**src/rtl/crtc_mode_loader_if.sv**
```systemverilog
// Bus bundle for the CRTC mode loader: CPU side, CRTC side and loader status.
interface crtc_mode_loader_if;
  logic [1:0] mode_sel;
  logic       mode_load;
  logic       vblank;
  logic       cpu_en;
  logic       cpu_r_nw;
  logic       cpu_rs;
  logic [7:0] cpu_di;
  logic [7:0] cpu_do;
  logic [7:0] crtc_di;
  logic       crtc_enable;
  logic       crtc_ncs;
  logic       crtc_r_nw;
  logic       crtc_rs;
  logic [7:0] crtc_do;
  logic       busy;
  logic       done;
  logic       overrun;

  modport master (
    output mode_sel, mode_load, vblank, cpu_en, cpu_r_nw, cpu_rs, cpu_di, crtc_di,
    input  cpu_do, crtc_enable, crtc_ncs, crtc_r_nw, crtc_rs, crtc_do, busy, done, overrun
  );

  modport slave (
    input  mode_sel, mode_load, vblank, cpu_en, cpu_r_nw, cpu_rs, cpu_di, crtc_di,
    output cpu_do, crtc_enable, crtc_ncs, crtc_r_nw, crtc_rs, crtc_do, busy, done, overrun
  );
endinterface

```
**src/rtl/crtc_mode_loader.sv**
```systemverilog
// Loads one of four CRTC register sets (R0..R11) while arbitrating CPU access to the CRTC.
// state   | meaning
// IDLE    | CPU owns the CRTC bus (pass-through)
// WAIT_VB | load latched, waiting for a vblank rising edge
// ADDR    | sequencer writes index register with idx
// DATA    | sequencer writes table[mode][idx]
// RESTORE | sequencer restores the CPU's index register from the shadow
// DRAIN   | sequencer replays the held CPU write
module crtc_mode_loader #(
  parameter bit SYNC_VBLANK = 1'b1
) (
  input logic           CLOCK,
  input logic           RESET,
  crtc_mode_loader_if.slave bus
);
  localparam logic [2:0] IDLE    = 3'd0;
  localparam logic [2:0] WAIT_VB = 3'd1;
  localparam logic [2:0] ADDR    = 3'd2;
  localparam logic [2:0] DATA    = 3'd3;
  localparam logic [2:0] RESTORE = 3'd4;
  localparam logic [2:0] DRAIN   = 3'd5;

  // One row per mode, R0 in the top byte.
  localparam logic [95:0] TBL [4] = '{
    96'h38282D0A1F06191C02070607,
    96'h71505A0A1F06191C02070607,
    96'h38282D0A7F06647002010607,
    96'h6150520F19061919020D0B0C
  };

  logic [2:0] state_q, state_d;
  logic [3:0] idx_q, idx_d;
  logic [1:0] mode_q, mode_d;
  logic [4:0] shadow_q, shadow_d;
  logic       pend_q, pend_d;
  logic       hold_rs_q, hold_rs_d;
  logic [7:0] hold_data_q, hold_data_d;
  logic       overrun_q, overrun_d;
  logic       done_q, done_d;
  logic       vb_q;

  logic        busy;
  logic        cpu_wr;
  logic        hold_take;
  logic [3:0]  rem;
  logic [95:0] row;
  logic [7:0]  tbl_val;

  assign busy      = (state_q != IDLE);
  assign cpu_wr    = bus.cpu_en & ~bus.cpu_r_nw;
  // The drain cycle frees the slot, so a write landing there refills it.
  assign hold_take = busy & cpu_wr & ((state_q == DRAIN) | ~pend_q);
  assign rem       = 4'd11 - idx_q;
  assign row       = TBL[mode_q] >> {rem, 3'b000};
  assign tbl_val   = row[7:0];

  always_comb begin
    state_d     = state_q;
    idx_d       = idx_q;
    mode_d      = mode_q;
    shadow_d    = shadow_q;
    pend_d      = pend_q;
    hold_rs_d   = hold_rs_q;
    hold_data_d = hold_data_q;
    overrun_d   = overrun_q;
    done_d      = 1'b0;

    if (cpu_wr & ~bus.cpu_rs) shadow_d = bus.cpu_di[4:0];

    case (state_q)
      IDLE: begin
        if (bus.mode_load) begin
          mode_d  = bus.mode_sel;
          idx_d   = 4'd0;
          state_d = SYNC_VBLANK ? WAIT_VB : ADDR;
        end
      end
      WAIT_VB: if (!vb_q && bus.vblank) state_d = ADDR;
      ADDR:    state_d = DATA;
      DATA: begin
        if (idx_q == 4'd11) state_d = RESTORE;
        else begin
          idx_d   = idx_q + 4'd1;
          state_d = ADDR;
        end
      end
      RESTORE: begin
        if (pend_q | hold_take) state_d = DRAIN;
        else begin
          state_d = IDLE;
          done_d  = 1'b1;
        end
      end
      DRAIN: begin
        pend_d  = 1'b0;
        state_d = IDLE;
        done_d  = 1'b1;
      end
      default: state_d = IDLE;
    endcase

    if (hold_take) begin
      pend_d      = 1'b1;
      hold_rs_d   = bus.cpu_rs;
      hold_data_d = bus.cpu_di;
    end else if (busy & cpu_wr) begin
      overrun_d = 1'b1;
    end
  end

  always_ff @(posedge CLOCK) begin
    if (RESET) begin
      state_q     <= IDLE;
      idx_q       <= 4'd0;
      mode_q      <= 2'd0;
      shadow_q    <= 5'd0;
      pend_q      <= 1'b0;
      hold_rs_q   <= 1'b0;
      hold_data_q <= 8'd0;
      overrun_q   <= 1'b0;
      done_q      <= 1'b0;
      vb_q        <= 1'b1;
    end else begin
      state_q     <= state_d;
      idx_q       <= idx_d;
      mode_q      <= mode_d;
      shadow_q    <= shadow_d;
      pend_q      <= pend_d;
      hold_rs_q   <= hold_rs_d;
      hold_data_q <= hold_data_d;
      overrun_q   <= overrun_d;
      done_q      <= done_d;
      vb_q        <= bus.vblank;
    end
  end

  logic       en_c, ncs_c, rnw_c, rs_c;
  logic [7:0] do_c;

  always_comb begin
    en_c  = 1'b0;
    ncs_c = 1'b1;
    rnw_c = 1'b1;
    rs_c  = 1'b0;
    do_c  = 8'd0;
    case (state_q)
      IDLE: begin
        en_c  = bus.cpu_en;
        ncs_c = ~bus.cpu_en;
        rnw_c = bus.cpu_r_nw;
        rs_c  = bus.cpu_rs;
        do_c  = bus.cpu_di;
      end
      ADDR:    begin en_c = 1'b1; ncs_c = 1'b0; rnw_c = 1'b0; rs_c = 1'b0;      do_c = {4'd0, idx_q}; end
      DATA:    begin en_c = 1'b1; ncs_c = 1'b0; rnw_c = 1'b0; rs_c = 1'b1;      do_c = tbl_val; end
      RESTORE: begin en_c = 1'b1; ncs_c = 1'b0; rnw_c = 1'b0; rs_c = 1'b0;      do_c = {3'd0, shadow_q}; end
      DRAIN:   begin en_c = 1'b1; ncs_c = 1'b0; rnw_c = 1'b0; rs_c = hold_rs_q; do_c = hold_data_q; end
      default: ;
    endcase
  end

  assign bus.crtc_enable = en_c;
  assign bus.crtc_ncs    = ncs_c;
  assign bus.crtc_r_nw   = rnw_c;
  assign bus.crtc_rs     = rs_c;
  assign bus.crtc_do     = do_c;
  assign bus.cpu_do      = busy ? 8'hFF : bus.crtc_di;
  assign bus.busy        = busy;
  assign bus.done        = done_q;
  assign bus.overrun     = overrun_q;
endmodule

```
**src/flat_wrapper.sv**
```systemverilog
// flat-port wrapper written by rule: the top's interface ports become plain ports
module crtc_mode_loader_flat 
#(
  parameter bit SYNC_VBLANK = 1'b1
)
  (CLOCK, RESET, bus_mode_sel, bus_mode_load, bus_vblank, bus_cpu_en, bus_cpu_r_nw, bus_cpu_rs, bus_cpu_di, bus_crtc_di, bus_cpu_do, bus_crtc_enable, bus_crtc_ncs, bus_crtc_r_nw, bus_crtc_rs, bus_crtc_do, bus_busy, bus_done, bus_overrun);
  crtc_mode_loader_if bus_i ();
  input logic CLOCK;
  input logic RESET;
  input wire logic [$bits(bus_i.mode_sel)-1:0] bus_mode_sel;
  input wire logic [$bits(bus_i.mode_load)-1:0] bus_mode_load;
  input wire logic [$bits(bus_i.vblank)-1:0] bus_vblank;
  input wire logic [$bits(bus_i.cpu_en)-1:0] bus_cpu_en;
  input wire logic [$bits(bus_i.cpu_r_nw)-1:0] bus_cpu_r_nw;
  input wire logic [$bits(bus_i.cpu_rs)-1:0] bus_cpu_rs;
  input wire logic [$bits(bus_i.cpu_di)-1:0] bus_cpu_di;
  input wire logic [$bits(bus_i.crtc_di)-1:0] bus_crtc_di;
  output wire logic [$bits(bus_i.cpu_do)-1:0] bus_cpu_do;
  output wire logic [$bits(bus_i.crtc_enable)-1:0] bus_crtc_enable;
  output wire logic [$bits(bus_i.crtc_ncs)-1:0] bus_crtc_ncs;
  output wire logic [$bits(bus_i.crtc_r_nw)-1:0] bus_crtc_r_nw;
  output wire logic [$bits(bus_i.crtc_rs)-1:0] bus_crtc_rs;
  output wire logic [$bits(bus_i.crtc_do)-1:0] bus_crtc_do;
  output wire logic [$bits(bus_i.busy)-1:0] bus_busy;
  output wire logic [$bits(bus_i.done)-1:0] bus_done;
  output wire logic [$bits(bus_i.overrun)-1:0] bus_overrun;
  assign bus_i.mode_sel = bus_mode_sel;
  assign bus_i.mode_load = bus_mode_load;
  assign bus_i.vblank = bus_vblank;
  assign bus_i.cpu_en = bus_cpu_en;
  assign bus_i.cpu_r_nw = bus_cpu_r_nw;
  assign bus_i.cpu_rs = bus_cpu_rs;
  assign bus_i.cpu_di = bus_cpu_di;
  assign bus_i.crtc_di = bus_crtc_di;
  assign bus_cpu_do = bus_i.cpu_do;
  assign bus_crtc_enable = bus_i.crtc_enable;
  assign bus_crtc_ncs = bus_i.crtc_ncs;
  assign bus_crtc_r_nw = bus_i.crtc_r_nw;
  assign bus_crtc_rs = bus_i.crtc_rs;
  assign bus_crtc_do = bus_i.crtc_do;
  assign bus_busy = bus_i.busy;
  assign bus_done = bus_i.done;
  assign bus_overrun = bus_i.overrun;
  crtc_mode_loader #(.SYNC_VBLANK(SYNC_VBLANK)) u_core (.CLOCK(CLOCK), .RESET(RESET), .bus(bus_i));
endmodule
```
**config.mk**
```make
export PLATFORM = sky130hd
export DESIGN_NAME = crtc_mode_loader_flat
export DESIGN_NICKNAME = d
export VERILOG_FILES = /design/src/rtl/crtc_mode_loader_if.sv /design/src/rtl/crtc_mode_loader.sv /design/src/flat_wrapper.sv
export SDC_FILE = /design/constraint.sdc
export NUM_CORES = 1
export LEC_CHECK = 0
export CORE_MARGIN = 4
export CORE_UTILIZATION = 45
export DETAILED_ROUTE_END_ITERATION = 8
export PLACE_DENSITY = 0.74
export SLEW_MARGIN = 20
export SYNTH_ARGS = -nofsm -noshare
export SYNTH_HDL_FRONTEND = slang
export SYNTH_SLANG_ARGS = --single-unit
```
**constraint.sdc**
```tcl
create_clock -name CLOCK -period 2.85 [get_ports CLOCK]
set_input_delay 0.855 -clock CLOCK [delete_from_list [all_inputs] [get_ports CLOCK]]
set_output_delay 0.855 -clock CLOCK [all_outputs]
set_load 0.05 [all_outputs]
```
; ---- Word-level counts from Yosys, hierarchy flattened
; Index checks and enable logic that the tools add are counted.
[totals]
regBits = 27
in_bits = 25
out_inout_bits = 23
elab_cells = 67
[op_classes]
addsub = 2
order_cmp = 1
eq_ne = 9
shifts = 1
mux = 21
n_bitwise = 12
reduce_logical = 11
[ops]
columns = cell, n
row1 = binary-select mux 96 bit (select 2 bit), 1
row2 = 2-to-1 mux 96 bit, 2
row3 = >> shifter 96 x 7 -> 8 bit, 1
row4 = case mux 8 bit (5 select lines), 1
row5 = case mux 3 bit (5 select lines), 1
row6 = 2-to-1 mux 3 bit, 4
row7 = 2-to-1 mux 4 bit, 2
row8 = 2-to-1 mux 8 bit, 1
row9 = case mux 1 bit (2 select lines), 4
row10 = case mux 4 bit (2 select lines), 1
row11 = "equality test 3 x 2 -> 1 bit, second input constant", 2
row12 = "equality test 3 bit, second input constant", 2
row13 = AND reduction 2 bit, 3
row14 = NOT 1 bit, 5
row15 = "adder 4 x 1 -> 4 bit, second input constant", 1
row16 = bitwise AND 1 bit, 4
row17 = "equality test 4 bit, second input constant", 1
row18 = "!= test 2 bit, second input constant", 2
row19 = nonzero test 2 bit, 2
row20 = OR reduction 4 bit, 1
row21 = "subtractor 4 bit, first input constant", 1
row22 = "equality test 3 x 1 -> 1 bit, second input constant", 1
row23 = ">= comparator 3 bit, second input constant", 1
row24 = logical NOT 3 bit, 1
row25 = 9 further kinds, 12

; ---- Logic depth before layout (Yosys ltp)
; Gate-level depths: netlist (run 1).
[depth]
ltp_word = 7
ltp_mapped = 9

; ---- Least setup slack after synthesis (run 1)
; No wires, ideal clock.
[synth_timing]
path_kind = reg-to-output
from = register u_core.idx_q[2]
to = output port bus_crtc_do[0]
t_arrival_ns = 2.958
required_ns = 1.995
setup_slack_ns = -0.963
path_stages_with_launch = 9
n_path_buf = 4
path_cell_list = dfxtp_1 > buf_2 > buf_2 > inv_1 > ha_1 > clkbuf_1 > clkbuf_1 > nand3_1 > a311oi_1
[synth_via]
elab_chain_cells = 3
[synth_lines]
columns = item, line_no
row1 = start: declaration, crtc_mode_loader.sv:32  ; logic [3:0] idx_q, idx_d;
row2 = start signal: assignment, crtc_mode_loader.sv:125  ; idx_q <= idx_d;
row3 = subtractor 4 bit, crtc_mode_loader.sv:53  ; assign rem = 4'd11 - idx_q;
row4 = >> shifter 96 x 7 -> 8 bit, crtc_mode_loader.sv:54  ; assign row = TBL[mode_q] >> {rem, 3'b000};
row5 = case mux 8 bit (5 select lines), crtc_mode_loader.sv:146  ; case (state_q)
row6 = end: declaration, flat_wrapper.sv:23  ; output wire logic [$bits(bus_i.crtc_do)-1:0] bus_crtc_do;
; No other way between the ends.

; ---- Worst setup path after layout (run 1)
[layout_timing]
from = input port bus_cpu_di[2]
to = output port bus_crtc_do[2]
[layout_via]
elab_chain_cells = 1
[layout_lines]
columns = item, line_no
row1 = start: declaration, flat_wrapper.sv:16  ; input wire logic [$bits(bus_i.cpu_di)-1:0] bus_cpu_di;
row2 = case mux 8 bit (5 select lines), crtc_mode_loader.sv:146
; No other way between the ends.

==> results.rst, run 1 <==
.. list-table::
   :header-rows: 1

   * - Metric
     - Value
   * - Leading cell type in the layout, fill and taps excluded
     - buf_4
   * - Total Die Area
     - 0.005701 mm^2
   * - Final core area utilization
     - 0.6826
   * - Num Clock Sinks
     - 27
   * - Async SR Flop Fraction
     - 0
   * - Global-route total usage across every layer
     - 0.2080
   * - Post-route DRC violation count
     - 0
   * - Cts bufs inserted
     - 3
   * - Highest-count cells in the layout ignoring fill and taps
     - buf_4, nand2b_1, clkdlybuf4s50_1, nand2_1, dfxtp_1
   * - Required time reported for the critical path endpoint
     - 2.00 ns
   * - Avg Inst Size Synth
     - 7.567 um^2
   * - Die extent in y
     - 75.51 um
   * - Overflow after GRT
     - 0
   * - Net count of the finished layout
     - 354
   * - Area overhead of the layout relative to synthesis
     - 45.94%
   * - Max-slew headroom
     - 0.4678
   * - Routed vias
     - 2135
   * - Average via count per standard cell
     - 5.663
   * - Critical setup path kind
     - input port to output port
   * - Max Cap Violations
     - 0
   * - Number of hold violations in the final report
     - 0
   * - Relative contribution of the clock network to total power
     - 0.182
   * - CTS clock-pin slew for the worst setup and hold paths
     - 0.09 ns
   * - Reg power frac
     - 0.340
   * - Fmax achieved
     - 0.3423 GHz
   * - Post-synthesis sequential area ratio
     - 0.2636
   * - Skew-Pair Late Insertion Delay
     - 0.27 ns
   * - Clock period minus worst slack
     - 2.921 ns
   * - Switching part of the total
     - 0.3862
   * - Maximum number of pins on one net before global-route repair
     - 38
   * - RePlAce Congestion
     - 0.8245
   * - Critical path peak fanout
     - 3
   * - Wire length of the first global-routing pass
     - 9315 um
   * - Via count of the first global-routing pass
     - 1949
   * - Worst slew pin tran
     - 0.7883 ns
   * - Post-Synthesis Net Count
     - 299
   * - Count of pins on the block boundary
     - 48
   * - CTS tree
     - built
   * - Class of the tightest hold or removal check
     - register to register
   * - Top flip-flop cell by instance count after synthesis
     - dfxtp_1
   * - Power share of the combinational group
     - 0.478
   * - Count of flip-flops with a built-in enable after synthesis
     - 0
   * - Worst clock skew
     - 0.002599 ns
   * - Starting density of the core
     - 0.4678
   * - Antenna violations before repair
     - 0
   * - Die X
     - 75.51 um
   * - Clock tree buffer depth
     - 2
   * - Cell Int Power
     - 0.7418 mW
   * - Core area
     - 0.004384 mm^2
   * - FF+latch count, synth
     - 27
   * - Leak Pwr
     - 1.100 nW
   * - Final setup violation count
     - 2
   * - Number of nets with antenna violations after detailed routing
     - 0
   * - Post-layout worst setup margin
     - -0.07125 ns
   * - Maximum vdd drop
     - 0.3284 mV
   * - Power dissipated by switching net loads
     - 0.4667 mW
   * - Number of iterations in the first detailed-routing pass
     - 4
   * - Antenna cell count
     - 0
   * - Fraction of final layout cells sized beyond drive strength 1
     - 0.2800
   * - Kind of end point of the critical path
     - output port
   * - Cell count after synthesis
     - 271
   * - Clock tree root buffer cell
     - clkbuf_8
   * - # hold bufs at CTS
     - 0
   * - Part of the cycle the worst path needs
     - 1.025
   * - Number of levels the H-tree was split into
     - 1
   * - Initial drt markers
     - 151
   * - Result of the run
     - finished, violations left
   * - Worst hold slack
     - 0.4793 ns
   * - Rows
     - 24
   * - Wire length after detailed routing
     - 5861 um
   * - RSZ-0062 raised after global routing
     - true
   * - Average wire per cell in the routed design
     - 15.55 um
   * - Synth cell types
     - 53
   * - Number of inserted filler cells in the final layout
     - 368
   * - Crit path arrival time
     - 2.07 ns
   * - Detailed-placement wirelength estimate
     - 4247 um
   * - Pins Over Slew Limit
     - 0
   * - Port Buffers
     - 47
   * - Total standard cell area after synthesis
     - 0.002051 mm^2
   * - Power per standard cell area
     - 403.8 mW/mm^2
   * - Violated checks
     - negative setup slack
   * - Yosys Warn Count
     - 0
   * - Kind of start point of the critical path
     - input port
sequential cells by signal, summed over array words and instances (netlist names):
signal and cells:
u_core.hold_rs_q 1, u_core.vb_q 1, u_core.bus.overrun 1, u_core.state_q 3, u_core.idx_q 4, u_core.hold_data_q 8
u_core.shadow_q 5, u_core.mode_q 2, u_core.bus.done 1, u_core.pend_q 1
worst paths after layout:
| kind | start | to | slack, ns | cells after the start |
|---|---|---|---|---|
| setup reg to reg | u_core.state_q[0] | u_core.idx_q[3] | 1.00 | 5 |
| hold reg to reg | u_core.bus.overrun | u_core.bus.overrun | 0.48 | 2 |
| hold / removal | u_core.bus.overrun | u_core.bus.overrun | 0.48 | 2 |
| setup / recovery | bus_cpu_di[2] | bus_crtc_do[2] | -0.07 | 6 |
layout make-up:
cell class | count | area (um^2) | share of cell area
Tap cell | 52 | 65.06 | 0.02174
Multi-Input combinational cell | 211 | 1521 | 0.5084
Sequential cell | 27 | 548.0 | 0.1831
Clock buffer | 4 | 45.04 | 0.01505
Inverter | 6 | 25.02 | 0.008361
Timing Repair Buffer | 77 | 788.3 | 0.2634
logic make-up (layout without fill, tap and decap cells):
family                   Yosys count  in the layout  synth area share
AND/OR/NAND/NOR                  116            116            0.3209
AO/OA/AOI/OAI                     72             72            0.2306
buffers and inverters             33             87           0.07017
flip-flops                        27             27            0.2636
multiplexers                      16             16           0.07870
adder cells (fa/ha/maj)            4              4           0.02319
XOR/XNOR                           3              3           0.01282
synth_stat cells, drive strengths merged (2+ instances only):
cell / n / area share
a211o: 2 / 0.0085
a21o: 4 / 0.015
a21oi: 19 / 0.046
a221oi: 2 / 0.0085
a22oi: 2 / 0.0098
a31o: 2 / 0.0085
a31oi: 2 / 0.0061
a32oi: 2 / 0.0085
and2: 3 / 0.0092
and3: 2 / 0.0061
buf: 16 / 0.039
clkbuf: 11 / 0.020
dfxtp: 27 / 0.26
ha: 3 / 0.018
inv: 6 / 0.011
mux2i: 15 / 0.073
nand2: 21 / 0.038
nand2b: 30 / 0.092
nand3: 8 / 0.020
nand3b: 2 / 0.0073
nor2: 14 / 0.026
nor2b: 6 / 0.018
nor3: 13 / 0.032
nor3b: 2 / 0.0073
nor4b: 3 / 0.013
nor4bb: 4 / 0.020
o21a: 2 / 0.0073
o21ai: 19 / 0.046
o22ai: 2 / 0.0061
o31ai: 3 / 0.011
or3b: 2 / 0.0085
or4: 2 / 0.0073
xnor2: 2 / 0.0085
critical path, cell delays in order:
cell,delay (ns)
buf_6,0.07
or3b_4,0.38
a21oi_4,0.19
nor2_2,0.07
a221oi_4,0.32
buf_12,0.17
power groups by stage:
stage	logic (mW)	registers (mW)	clock network (mW)
floorplan	0.348	0.407	0
global placement	0.559	0.418	0
detailed placement	0.564	0.418	0
CTS	0.571	0.410	0.226
global route	0.609	0.413	0.236
finish	0.577	0.411	0.220
stage by stage:
| stage | worst slack (ns) | power (mW) | TNS (ns) | cells | cell area (um^2) |
|---|---|---|---|---|---|
| 5_1_grt | -0.1139 | 1.258 | -0.2269 | 377 | 2993 |
| 3_5_place_dp | -0.5379 | 0.9827 | -1.206 | 366 | 2795 |
| 4_1_cts | -0.09247 | 1.207 | -0.09709 | 372 | 2914 |
| 3_3_place_gp | -0.5155 | 0.9766 | -1.102 | 366 | 2795 |
| 6_report | -0.07125 | 1.208 | -0.09026 | 377 | 2993 |
| 2_1_floorplan | -0.05693 | 0.7552 | -0.05693 | 271 | 2168 |
timing repair:
item | CTS | global route
resized for setup | 31 | 11
pin swaps | 11 | 5
buffers inserted | 2 | 5
setup endpoints to repair | 7 | 6
routing by layer:
metal / global-route usage / routed length, um / vias up
met3: 0.03562 / 248 / 4
met5: 0 / 0 / -
met1: 0.2887 / 2584 / 1001
met4: 0.04272 / 35 / 0
li1: - / - / 1080
met2: 0.3404 / 2992 / 50
No activity file was read; power rests on OpenSTA's default activity.
==> run 2, diff against run 1 <==
Settings changed: PLACE_DENSITY 0.74 to 0.72, SKIP_CTS_REPAIR_TIMING set to 1.
==> results.rst, run 2 (synthesis gave the netlist of run 1 again) <==
.. list-table::
   :header-rows: 1

   * - Metric
     - Value
   * - Required time reported for the critical path endpoint
     - 2.00 ns (about the same)
   * - Met1 Routed Length
     - 2552 um (-1.2%)
   * - CP peak stage delay
     - 0.35 ns (-0.03 ns)
   * - Part of the cycle the worst path needs
     - 1.020 (-0.004664)
   * - Detailed-placement wirelength estimate
     - 4227 um (-0.48%)
   * - Number of placed cells counting well taps
     - 366 (unchanged)
   * - Depth of the worst register-to-register path
     - 6 (+1)
   * - Violated checks
     - negative setup slack
   * - Via count of the first global-routing pass
     - 1917 (-1.6%)
   * - Clock tree root buffer cell
     - clkbuf_8
   * - Largest registers
     - u_core.hold_data_q: 8 flops, u_core.shadow_q: 5 flops, u_core.idx_q: 4 flops
   * - Number of cells traversed by the worst hold path
     - 2 (unchanged)
   * - Post-layout worst setup margin
     - -0.05796 ns (+0.01329 ns)
   * - CTS tree
     - built
   * - Port Buffers
     - 47 (unchanged)
   * - Antenna violations before repair
     - 0 (unchanged)
   * - Wire length after detailed routing
     - 5781 um (-1.4%)
   * - Average via count per standard cell
     - 5.715 (+0.91%)
   * - Worst slew pin tran
     - 0.7897 ns (+0.001438 ns)
   * - Count of pins on the block boundary
     - 48 (unchanged)
   * - Flop-to-flop setup slack
     - 1.00 ns (about the same)
   * - Highest-count cells in the layout ignoring fill and taps
     - buf_4, nand2b_1, clkdlybuf4s50_1, nand2_1, dfxtp_1
   * - Overflow after GRT
     - 0 (unchanged)
   * - Rows
     - 24 (unchanged)
   * - Core area
     - 0.004384 mm^2 (unchanged)
   * - Initial drt markers
     - 151 (unchanged)
   * - Crit path arrival time
     - 2.05 ns (-0.02 ns)
   * - Number of levels the H-tree was split into
     - 1 (unchanged)
   * - Die X
     - 75.51 um (unchanged)
   * - Worst clock skew
     - 0.007841 ns (+0.005241 ns)
   * - Area of the multi-input gates
     - 0.001520 mm^2 (about the same)
   * - Post-route DRC violation count
     - 0 (unchanged)
   * - Instance area after placement
     - 0.002795 mm^2 (unchanged)
   * - Total Die Area
     - 0.005701 mm^2 (unchanged)
   * - Class of the tightest hold or removal check
     - register to register
   * - Post-layout instance area
     - 0.002973 mm^2 (-0.67%)
   * - Wire length of the first global-routing pass
     - 9280 um (-0.38%)
   * - Number of nets with antenna violations after detailed routing
     - 0 (unchanged)
   * - Number of hold violations in the final report
     - 0 (unchanged)
   * - Final TNS setup
     - -0.1068 ns (-0.01650 ns)
   * - Clock period minus worst slack
     - 2.908 ns (-0.01329 ns)
   * - Average wire per cell in the routed design
     - 15.42 um (-0.84%)
   * - Routed met2 length
     - 2848 um (-4.8%)
   * - Global-route total usage across every layer
     - 0.2089 (+0.0009655)
   * - Clock tree buffer depth
     - 2 (unchanged)
   * - Kind of end point of the critical path
     - output port
   * - RePlAce Congestion
     - 0.8650 (+4.9%)
   * - Number of inserted filler cells in the final layout
     - 346 (-6.0%)
   * - Largest Register
     - u_core.hold_data_q
   * - Skew-Pair Late Insertion Delay
     - 0.28 ns (about the same)
   * - Power per standard cell area
     - 408.7 mW/mm^2 (+1.2%)
   * - Max Cap Violations
     - 0 (unchanged)
   * - Destination of the worst hold path
     - u_core.bus.overrun
   * - Fmax achieved
     - 0.3439 GHz (+0.46%)
   * - Num Clock Sinks
     - 27 (unchanged)
   * - Leak Pwr
     - 1.098 nW (-0.10%)
   * - Result of the run
     - finished, violations left
   * - Final setup violation count
     - 2 (unchanged)
   * - Area overhead of the layout relative to synthesis
     - 44.97%
   * - Die extent in y
     - 75.51 um (unchanged)
   * - Reg2reg start
     - u_core.idx_q[0]
   * - Pins Over Slew Limit
     - 0 (unchanged)
   * - CTS clock-pin slew for the worst setup and hold paths
     - 0.09 ns (about the same)
   * - Number of iterations in the first detailed-routing pass
     - 5 (+1)
   * - Maximum number of pins on one net before global-route repair
     - 38 (unchanged)
   * - Maximum vdd drop
     - 0.3397 mV (+3.4%)
   * - Routed vias
     - 2143 (+0.37%)
   * - Kind of start point of the critical path
     - input port
   * - Largest register FFs
     - 8 (unchanged)
   * - Highest layer used for signal routing
     - met4
   * - Leading cell type in the layout, fill and taps excluded
     - buf_4
   * - Worst-path cell chain
     - buf_6 -> or3b_1 -> a21oi_2 -> nor2_2 -> a221oi_4 -> buf_12
   * - Worst Min Path Start
     - u_core.bus.overrun
   * - Max-slew headroom
     - 0.4668 (-0.0009710)
   * - Critical path peak fanout
     - 2 (-1)
   * - Cell with the biggest individual delay on the critical path
     - or3b_1
   * - Cts bufs inserted
     - 3 (unchanged)
   * - Critical setup path kind
     - input port to output port
   * - Layout Cells excl Fill
     - 375 (-0.53%)
   * - Antenna cell count
     - 0 (unchanged)
   * - Register area
     - 550.5 um^2 (+0.46%)
   * - Capture point of the worst reg-to-reg path
     - u_core.idx_q[3]
   * - Delay-heaviest family, CP
     - compound AO/OA/AOI/OAI gates
   * - Final core area utilization
     - 0.6781 (-0.004566)
   * - Starting density of the core
     - 0.4678 (unchanged)
   * - Net count of the finished layout
     - 352 (-0.56%)
   * - Worst hold slack
     - 0.4800 ns (+0.0007560 ns)
   * - Met3 wire length
     - 307 um (+24%)
   * - RSZ-0062 raised after global routing
     - true
   * - CP Buf/Inv Count
     - 2 (unchanged)
   * - Fraction of final layout cells sized beyond drive strength 1
     - 0.2693 (-0.01065)
-- run 2: worst min-delay path: stages, from the launching register on --
cell and delay [ns]:
dfxtp_1 0.34, a31oi_1 0.04, nor2_1 0.07
-- run 2: how the worst max path moves through the flow --
stage / start / cells past startpoint / end
2_1_floorplan: bus_cpu_di[0] / 4 / bus_crtc_do[0]
3_3_place_gp: bus_cpu_di[0] / 6 / bus_crtc_do[0]
3_5_place_dp: bus_cpu_di[0] / 6 / bus_crtc_do[0]
4_1_cts: bus_cpu_di[0] / 6 / bus_crtc_do[0]
5_1_grt: bus_cpu_di[2] / 6 / bus_crtc_do[2]
6_report: bus_cpu_di[2] / 6 / bus_crtc_do[2]
-- run 2: per-layer routing --
metal | GRT usage | vias up
met2 | 0.3490 | 47
met5 | 0 | -
met4 | 0.05049 | 0
met3 | 0.02770 | 7
met1 | 0.2855 | 1017
li1 | - | 1072
-- run 2: cell type report --
type | count | share of cell area
Multi-Input combinational cell | 211 | 0.5114
Clock buffer | 4 | 0.01515
Tap cell | 52 | 0.02189
Inverter | 6 | 0.008418
Sequential cell | 27 | 0.1852
Timing Repair Buffer | 75 | 0.2580
-- run 2: metrics by stage --
| step | power (mW) | setup slack, ns |
|---|---|---|
| after floorplan | 0.7552 | -0.05693 |
| after global placement | 0.9784 | -0.5161 |
| after detailed placement | 0.9832 | -0.5146 |
| after CTS | 1.206 | -0.5137 |
| after global routing | 1.272 | -0.1130 |
| final | 1.215 | -0.05796 |
-- run 2: report_power, final --
group	switching [mW]	internal [mW]
Sequential	0.0195	0.391
Combinational	0.328	0.250
Clock	0.126	0.100
